## src/rtl/alu_pkg.sv

```systemverilog
// -----------------------------------------------------------------------------
// alu_pkg
//   Shared definitions for the shared-ALU scheduler: operand width defaults,
//   ALU operation codes, FSM state encoding and a small op classifier.
// -----------------------------------------------------------------------------
package alu_pkg;

  localparam int XLEN_DEFAULT    = 32;
  localparam int SHAMT_W_DEFAULT = 5;

  // Operation codes; 8..15 are illegal.
  localparam logic [3:0] ALU_AND = 4'd0;
  localparam logic [3:0] ALU_OR  = 4'd1;
  localparam logic [3:0] ALU_ADD = 4'd2;
  localparam logic [3:0] ALU_XOR = 4'd3;
  localparam logic [3:0] ALU_SLL = 4'd4;
  localparam logic [3:0] ALU_SRL = 4'd5;
  localparam logic [3:0] ALU_SUB = 4'd6;
  localparam logic [3:0] ALU_SRA = 4'd7;

  typedef enum logic [1:0] {
    ST_IDLE  = 2'd0,
    ST_SHIFT = 2'd1,
    ST_DONE  = 2'd2
  } state_t;

  // True for the iterative (one bit per cycle) operations.
  function automatic logic is_shift(input logic [3:0] op);
    return (op == ALU_SLL) || (op == ALU_SRL) || (op == ALU_SRA);
  endfunction

endpackage

```

## src/rtl/alu_rr_arb2.sv

```systemverilog
// -----------------------------------------------------------------------------
// alu_rr_arb2
//   Two-way round-robin arbiter. On a tie the port that did not win the last
//   accepted grant wins. The history only advances when the grant is actually
//   used, so a requester dropping valid before acceptance does not shift
//   priority.
// Ports:
//   clk, rst_n  clock, asynchronous active-low reset
//   req[1:0]    request vector (bit N = port N valid)
//   accept      the current grant is taken this cycle
//   gnt_id      granted port index (meaningful when req != 0)
// -----------------------------------------------------------------------------
module alu_rr_arb2 (
  input  logic       clk,
  input  logic       rst_n,
  input  logic [1:0] req,
  input  logic       accept,
  output logic       gnt_id
);

  // Resets to 1 so port 0 wins the first tie.
  logic last_gnt;

  always_comb begin
    case (req)
      2'b11:   gnt_id = ~last_gnt;
      2'b10:   gnt_id = 1'b1;
      default: gnt_id = 1'b0;
    endcase
  end

  always_ff @(posedge clk or negedge rst_n) begin
    if (!rst_n)      last_gnt <= 1'b1;
    else if (accept) last_gnt <= gnt_id;
  end

endmodule

```

## src/rtl/alu_share_sched.sv

```systemverilog
// -----------------------------------------------------------------------------
// alu_share_sched
//   Shares one multi-cycle ALU between two requesters with valid/ready
//   handshakes and round-robin arbitration. Logic/arithmetic ops finish in the
//   accept cycle; shifts iterate one bit per cycle.
// Ports:
//   clk, rst_n                 clock, asynchronous active-low reset
//   reqN_valid/ready           request handshake, port N (0: EX issue, 1: helper)
//   reqN_op/a/b                op code, operand A, operand B / shift amount
//   resp_valid/ready           response handshake
//   resp_id                    port that issued the response
//   resp_result                result (0 for illegal ops)
//   resp_illegal               op code was not supported
//   busy                       FSM not idle
// -----------------------------------------------------------------------------
module alu_share_sched
  import alu_pkg::*;
#(
  parameter int XLEN    = XLEN_DEFAULT,
  parameter int SHAMT_W = SHAMT_W_DEFAULT
) (
  input  logic            clk,
  input  logic            rst_n,
  input  logic            req0_valid,
  output logic            req0_ready,
  input  logic [3:0]      req0_op,
  input  logic [XLEN-1:0] req0_a,
  input  logic [XLEN-1:0] req0_b,
  input  logic            req1_valid,
  output logic            req1_ready,
  input  logic [3:0]      req1_op,
  input  logic [XLEN-1:0] req1_a,
  input  logic [XLEN-1:0] req1_b,
  output logic            resp_valid,
  input  logic            resp_ready,
  output logic            resp_id,
  output logic [XLEN-1:0] resp_result,
  output logic            resp_illegal,
  output logic            busy
);

  state_t               state_q, state_d;
  logic [XLEN-1:0]      acc_q;
  logic [SHAMT_W-1:0]   cnt_q;
  logic [3:0]           op_q;
  logic                 id_q;
  logic                 illegal_q;

  logic                 gnt_id;
  logic                 accept;
  logic [3:0]           sel_op;
  logic [XLEN-1:0]      sel_a, sel_b;
  logic [SHAMT_W-1:0]   sel_shamt;
  logic                 sel_shift;

  // Single-cycle operations; shifts and illegal codes yield 0 here.
  function automatic logic [XLEN-1:0] alu_single(input logic [3:0] op,
                                                 input logic [XLEN-1:0] a,
                                                 input logic [XLEN-1:0] b);
    case (op)
      ALU_AND: return a & b;
      ALU_OR:  return a | b;
      ALU_ADD: return a + b;
      ALU_XOR: return a ^ b;
      ALU_SUB: return a - b;
      default: return '0;
    endcase
  endfunction

  // One iteration of the bit-serial shifter.
  function automatic logic [XLEN-1:0] shift_one(input logic [3:0] op,
                                                input logic [XLEN-1:0] v);
    case (op)
      ALU_SLL: return {v[XLEN-2:0], 1'b0};
      ALU_SRL: return {1'b0, v[XLEN-1:1]};
      ALU_SRA: return {v[XLEN-1], v[XLEN-1:1]};
      default: return v;
    endcase
  endfunction

  alu_rr_arb2 u_arb (
    .clk    (clk),
    .rst_n  (rst_n),
    .req    ({req1_valid, req0_valid}),
    .accept (accept),
    .gnt_id (gnt_id)
  );

  // rst_n gates acceptance so ready stays low while reset is held, even with
  // requests pending and the FSM already forced to IDLE.
  assign accept    = rst_n && (state_q == ST_IDLE) && (req0_valid || req1_valid);
  assign sel_op    = gnt_id ? req1_op : req0_op;
  assign sel_a     = gnt_id ? req1_a  : req0_a;
  assign sel_b     = gnt_id ? req1_b  : req0_b;
  assign sel_shamt = sel_b[SHAMT_W-1:0];
  assign sel_shift = is_shift(sel_op);

  always_ff @(posedge clk or negedge rst_n) begin
    if (!rst_n) state_q <= ST_IDLE;
    else        state_q <= state_d;
  end

  always_comb begin
    state_d    = state_q;
    req0_ready = 1'b0;
    req1_ready = 1'b0;
    case (state_q)
      ST_IDLE: begin
        if (accept) begin
          req0_ready = ~gnt_id;
          req1_ready = gnt_id;
          if (sel_shift && (sel_shamt != '0)) state_d = ST_SHIFT;
          else                                state_d = ST_DONE;
        end
      end
      ST_SHIFT: begin
        // The shift on this edge takes cnt to zero, so the result is final.
        if (cnt_q == SHAMT_W'(1)) state_d = ST_DONE;
      end
      ST_DONE: begin
        if (resp_ready) state_d = ST_IDLE;
      end
      default: state_d = ST_IDLE;
    endcase
  end

  // Operand latch at accept, then bit-serial iteration in SHIFT.
  always_ff @(posedge clk or negedge rst_n) begin
    if (!rst_n) begin
      acc_q     <= '0;
      cnt_q     <= '0;
      op_q      <= '0;
      id_q      <= 1'b0;
      illegal_q <= 1'b0;
    end else if (accept) begin
      id_q      <= gnt_id;
      op_q      <= sel_op;
      illegal_q <= sel_op[3];
      if (sel_shift) begin
        acc_q <= sel_a;
        cnt_q <= sel_shamt;
      end else begin
        acc_q <= alu_single(sel_op, sel_a, sel_b);
        cnt_q <= '0;
      end
    end else if (state_q == ST_SHIFT) begin
      acc_q <= shift_one(op_q, acc_q);
      cnt_q <= cnt_q - SHAMT_W'(1);
    end
  end

  assign resp_valid   = (state_q == ST_DONE);
  assign resp_id      = id_q;
  assign resp_result  = acc_q;
  assign resp_illegal = illegal_q;
  assign busy         = (state_q != ST_IDLE);

endmodule

```

## config.mk

```make
export PLATFORM = sky130hd
export DESIGN_NAME = alu_share_sched
export DESIGN_NICKNAME = d
export VERILOG_FILES = /design/src/rtl/alu_pkg.sv /design/src/rtl/alu_rr_arb2.sv /design/src/rtl/alu_share_sched.sv
export SDC_FILE = /design/constraint.sdc
export NUM_CORES = 1
export LEC_CHECK = 0
export BUFFER_PORTS_ARGS = -buffer_cell sky130_fd_sc_hd__buf_2
export CAP_MARGIN = 5
export CORE_ASPECT_RATIO = 0.8
export CORE_MARGIN = 2
export CORE_UTILIZATION = 51
export DETAILED_ROUTE_END_ITERATION = 8
export MAX_ROUTING_LAYER = met4
export PLACE_DENSITY = 0.8
export SYNTH_ARGS = -nofsm -noshare
export SYNTH_HDL_FRONTEND = slang
export SYNTH_SLANG_ARGS = --single-unit
```

## constraint.sdc

```tcl
create_clock -name clk -period 4.7 [get_ports clk]
set_clock_uncertainty 0.2 [all_clocks]
set_input_delay 0.47 -clock clk [delete_from_list [all_inputs] [get_ports clk]]
set_output_delay 0.47 -clock clk [all_outputs]
set_load 0.005 [all_outputs]
```

# Yosys cells after proc, flatten, opt, wreduce, memory -nomap -nowiden

Cells that the tools add are included.

RAM bits: 0
ROM bits: 0
Memories: 0
Register bits after elaboration: 46
Bits in latches: 0
Word-level logic and storage cells: 72

Divide/modulo/power cells: 0
$mul: 0
Bitwise logic cells: 5
Shift-type cells: 0
Order comparisons: 0
Mux-type cells: 21
Eq/ne operators: 19
Reductions and logical operators: 16
Add/sub/neg operators: 3

Operators with widths:

| cell                                                | number |
|---|---|
| 2-to-1 mux 32 bit                                   | 5 |
| one-hot mux 32 bit (5 select lines)                 | 1 |
| one-hot mux 32 bit (3 select lines)                 | 1 |
| adder 32 bit                                        | 1 |
| AND 32 bit                                          | 1 |
| bitwise OR 32 bit                                   | 1 |
| subtractor 32 bit                                   | 1 |
| XOR 32 bit                                          | 1 |
| equality test 4 x 3 -> 1 bit, second input constant | 7 |
| 2-to-1 mux 5 bit                                    | 3 |
| equality test 4 x 2 -> 1 bit, second input constant | 2 |
| 2-to-1 mux 2 bit                                    | 4 |
| equality test 2 bit, second input constant          | 3 |
| != test 2 bit, second input constant                | 3 |
| one-hot mux 2 bit (3 select lines)                  | 1 |
| AND reduction 3 bit                                 | 2 |
| equality test 5 x 1 -> 1 bit, second input constant | 1 |
| nonzero test 5 bit                                  | 1 |
| subtractor 5 x 1 -> 5 bit, second input constant    | 1 |
| equality test 4 x 1 -> 1 bit, second input constant | 1 |
| logical NOT 4 bit                                   | 1 |
| 2-to-1 mux 1 bit                                    | 4 |
| 2-to-1 mux 4 bit                                    | 1 |
| nonzero test 2 bit                                  | 2 |
| other kinds (10)                                    | 15 |

# Longest topological paths before layout

Depth after elaboration: 10
Mapped depth: 25

# By module

A second synthesis with hierarchy kept.

Cell total of the unflattened synthesis: 966
Area total of the unflattened synthesis: 7,783.7 um^2

By module, submodules not included:

| module          | cells an instance | area each (um^2) | instances |
|---|---|---|---|
| alu_share_sched | 963               | 7,731.2          | 1 |
| alu_rr_arb2     | 3                 | 52.6             | 1 |

# Worst setup path after synthesis

Ideal clock, no wire load.

Path kind: in2reg
Start point: input req1_valid
End point: register acc_q[24], in the netlist resp_result[24]
Setup slack: -468 ps
Library setup time: 77 ps
Path buffers: 5
Arrival: 4,891 ps
Stages on the path: 25
Data required time: 4,423 ps
Cells stage by stage: a21bo_1 buf_6 buf_6 buf_2 buf_4 buf_2 mux2i_1 ha_1 o2111ai_1 nor2_1 and3_1 nand2_1 nor2_2 a21oi_1 xnor2_1 ha_1 o21ai_0 nand2b_1 a22oi_1 a21oi_1 or2_2 o41ai_1 xnor2_1 a21oi_1 a21oi_1

Longest elaborated chain between the ends: 8

RTL lines:

| element                                                                   | line                   | RTL |
|---|---|---|
| from (decl)                                                               | alu_share_sched.sv:29  | `input logic req1_valid,` |
| parallel branches: the longest is 8 deep, another holds subtractor 32 bit | n/a                    |  |
| to (signal assigned)                                                      | alu_share_sched.sv:140 | `acc_q <= sel_a;` |
| to (signal assigned)                                                      | alu_share_sched.sv:143 | `acc_q <= alu_single(sel_op, sel_a, sel_b);` |
| to (signal assigned)                                                      | alu_share_sched.sv:147 | `acc_q <= shift_one(op_q, acc_q);` |
| to (decl)                                                                 | alu_share_sched.sv:43  | `logic [XLEN-1:0] acc_q;` |

Several ways; the timed one is not identified.
A chain may end at the register's enable or synchronous reset.

# Final worst setup path

Start point: register u_arb.last_gnt
End point: register acc_q[14], in the netlist resp_result[14]

Longest elaborated chain between the ends: 8

RTL lines:

| element                                                                   | line                   | RTL |
|---|---|---|
| from (decl)                                                               | alu_rr_arb2.sv:22      | `logic last_gnt;` |
| from (signal assigned)                                                    | alu_rr_arb2.sv:34      | `else if (accept) last_gnt <= gnt_id;` |
| inverter 1 bit *                                                          | alu_rr_arb2.sv:26      | `2'b11: gnt_id = ~last_gnt;` |
| one-hot mux 1 bit (2 select lines) *                                      | alu_rr_arb2.sv:25      | `case (req)` |
| parallel branches: the longest is 4 deep, another holds subtractor 32 bit | n/a                    |  |
| 2-to-1 mux 32 bit *                                                       | alu_share_sched.sv:139 | `if (sel_shift) begin` |
| 2-to-1 mux 32 bit *                                                       | alu_share_sched.sv:135 | `end else if (accept) begin` |

Mark *: on every way between the ends.

==> impl_results.md <==
* CTS Hold Bufs at 0
* Synth top cells by count: a21oi_1 (127), mux2i_1 (99), ha_1 (97)
* Worst setup path class: flop to flop
* Critical path peak fanout at 7
* Setup TNS at 0 ns
* Clock buffer depth at 2
* Dpl ws at -0.01469 ns
* Total GRT Usage at between 30% and 40%
* Power Density at between 400 and 500 nW/um^2
* Most frequent cell after synthesis: a21oi_1
* Register area share after synthesis at between 10 and 15%
* R2R Path Start: u_arb.last_gnt$_DFFE_PN1P_
* Grt ovf at 0
* Fin crit share at 97.35%
* Initial Util at 52.18%
* Global-route wire length before repair at ~40000 um
* TritonCTS clock tree: built
* Routed vias/inst at ~6.0
* Gate power share at between 60% and 70%
* Worst r2r dst: resp_result[14]$_DFFE_PN0P_
* Core ar. at ~15000 um^2
* Net Switching at ~1.9 mW
* Die area at ~16000 um^2
* Sequential power share at ~20%
* Syn nets at 1286
* ANT nets after route at 0
* Top-area cell type share of the netlist area at roughly 15%
* DP Area at 9333 um^2
* Worst vdd ir at approximately 0.17 mV
* Root cell of the clock tree: clkbuf_16
* Min setup slack post-route at 0.1246 ns
* Leak at 4.909 nW
* Die Span Y at about 110 um
* Outcome: completed
* Worst-margin pin slew at 0.9772 ns
* Final Hold Viols at 0
* Mapped Area at 7835 um^2
* Detailed Place HPWL at around 21000 um
* Largest net degree at the start of global routing at between 60 and 70
* Iteration-0 DRC Markers at just under 1000
* TritonCTS Buffers at 5
* Wire per inst at about 18 um
* Diodes inserted at 0
* Placed instance count at between 1000 and 1500
* Internal at between 2 and 2.5 mW
* Most used DFF post-synth: dfrtp_1
* Synth Area per Inst at about 7.5 um^2
* Initial antenna violation count at 0
* Switching Share at about half
* Post-route cell area at around 9700 um^2
* Clock Sinks at 45
* Fmax achieved at about 220 MHz
* Residual DRC count at 0
* Die width at 142.6 um
* WL final at about 26000 um
* R2r setup slk at between 0.1 and 0.15 ns
* Crit path DAT at around 4.5 ns
* Max-slew violation count at 0
* Fin util at between 60% and 70%
* Reg2Reg Depth at 17
* Leading area contributor after synthesis: ha_1
* Final net count at 1496
* Input/output buffers at ~180
* Post-synth EDFFs at 0
* # H-tree levels at 2
* Vias at between 8000 and 9000
* Fin Hold WS at between 0.1 and 0.15 ns
* Num rows at 40
* Hold WC Path Type: input pin to asynchronous set/reset pin
* Top cells by area, synth: ha_1 (15%), dfrtp_1 (14%), mux2i_1 (13%)
* Nature of the critical path startpoint: flop
* Cell variety after synth at 68
* Clock transition at the registers of the reported paths at about 0.070 ns
* # IOs at between 150 and 200
* Synth Warn # at 0
* Share of layout cells above drive strength 1 at ~25%
* Max cap viols at 0
* Vias in the first global route at just under 8000
* Worst-skew pair later-pin latency at roughly 0.29 ns
* CP required at roughly 4.6 ns
* Mapped Cells at ~1000
* Placer Congestion at 1.026
* Tot Pwr at approximately 4.0 mW
* First drt pass iteration count at 5
* Clock Power Share at 10.3%
* Async SR Flop Fraction at 100.0%
* Slew HR at a little over a third
* Area grow syn2layout at 24.39%
* Worst setup EP type: flop
* Flops & latches, synth at 45
* Final Non-Filler Cells at ~1400
* Final min period at ~4.6 ns
* Final setup viols at 0
-- repair_timing --
action | in CTS | in global routing
resized for setup | 0 | 33
buffers inserted | 0 | 9
setup endpoints to repair | 0 | 16
-- critical path: stages (launching register included) --
cell	delay (ns)
dfstp_2	0.59
a21bo_2	0.24
buf_4	0.15
mux2i_2	0.35
and3_1	0.30
nand2b_4	0.10
nand2_1	0.08
xnor2_1	0.07
ha_1	0.39
nand3_1	0.17
a211oi_2	0.33
o21ai_1	0.11
or2_2	0.31
a211o_1	0.29
xnor2_1	0.16
a211oi_1	0.36
buf_4	0.19
a21oi_1	0.04
-- cell type report --
class	instances	area [um^2]
clock buffers	6	138.9
fillers	1277	5269
inverters	75	281.5
flip-flops and latches	45	1127
multi-input cells	869	6399
clock inverters	2	37.54
well taps	189	236.5
repair buffers	261	1525
-- power groups by stage --
stage          registers (mW)  logic, mW  clock network [mW]
2_1_floorplan           0.748       1.78                   0
3_3_place_gp            0.783       2.59                   0
3_5_place_dp            0.791       2.63                   0
4_1_cts                 0.787       2.65               0.416
5_1_grt                 0.817       3.07               0.433
6_report                0.798       2.79               0.414
-- layer usage --
| metal | track usage, % | up-vias | share of wire, % |
|---|---|---|---|
| li1 | - | 4232 | - |
| met1 | 46.95 | 4022 | 47 |
| met2 | 46.12 | 436 | 43 |
| met3 | 3.623 | 32 | 8.5 |
| met4 | 5.941 | 0 | 1.3 |
| met5 | - | - | 0 |
-- how the worst max path moves through the flow --
stage / from / cells past startpoint / endpoint
floorplan: req1_valid / 25 / resp_result[24]$_DFFE_PN0P_
global placement: req1_valid / 18 / resp_result[31]$_DFFE_PN0P_
detailed placement: req1_valid / 21 / resp_result[30]$_DFFE_PN0P_
CTS: u_arb.last_gnt$_DFFE_PN1P_ / 20 / resp_result[30]$_DFFE_PN0P_
global route: u_arb.last_gnt$_DFFE_PN1P_ / 18 / resp_result[16]$_DFFE_PN0P_
finish: u_arb.last_gnt$_DFFE_PN1P_ / 17 / resp_result[14]$_DFFE_PN0P_
-- state kept, by name, indices dropped and copies added, names as in the netlist --
name	cells
op_q	4
resp_id	1
u_arb.last_gnt	1
resp_result	32
cnt_q	5
state_q	2
-- cells in the final DEF, fill, tap and decap left out, drive strengths merged, types with 8 or more instances in the layout --
cell | netlist | routed
a211oi | 42 | 42
a21o | 8 | 8
a21oi | 127 | 127
a22oi | 10 | 10
a31oi | 9 | 9
buf | 23 | 261
dfrtp | 44 | 44
ha | 97 | 97
inv | 75 | 75
mux2i | 100 | 100
nand2 | 59 | 59
nand2b | 15 | 15
nand3 | 16 | 16
nor2 | 95 | 95
nor3 | 34 | 34
nor4 | 11 | 11
o21ai | 64 | 64
o221ai | 8 | 8
o22ai | 27 | 27
o31ai | 8 | 8
xnor2 | 45 | 45
xor2 | 11 | 11
-- kinds of logic (layout without fill, tap and decap cells) --
logic type               after synthesis  count (layout)  synth area share (%)
flip-flops                            45              45                 14.39
AND/OR/NAND/NOR                      274             274                 16.80
XOR/XNOR                              56              56                 6.260
AO/OA/AOI/OAI                        337             338                 26.45
buffers and inverters                134             344                 7.010
multiplexers                         103             103                 13.35
adder cells (fa/ha/maj)               98              98                 15.75
(Power assumes the default switching activity.)
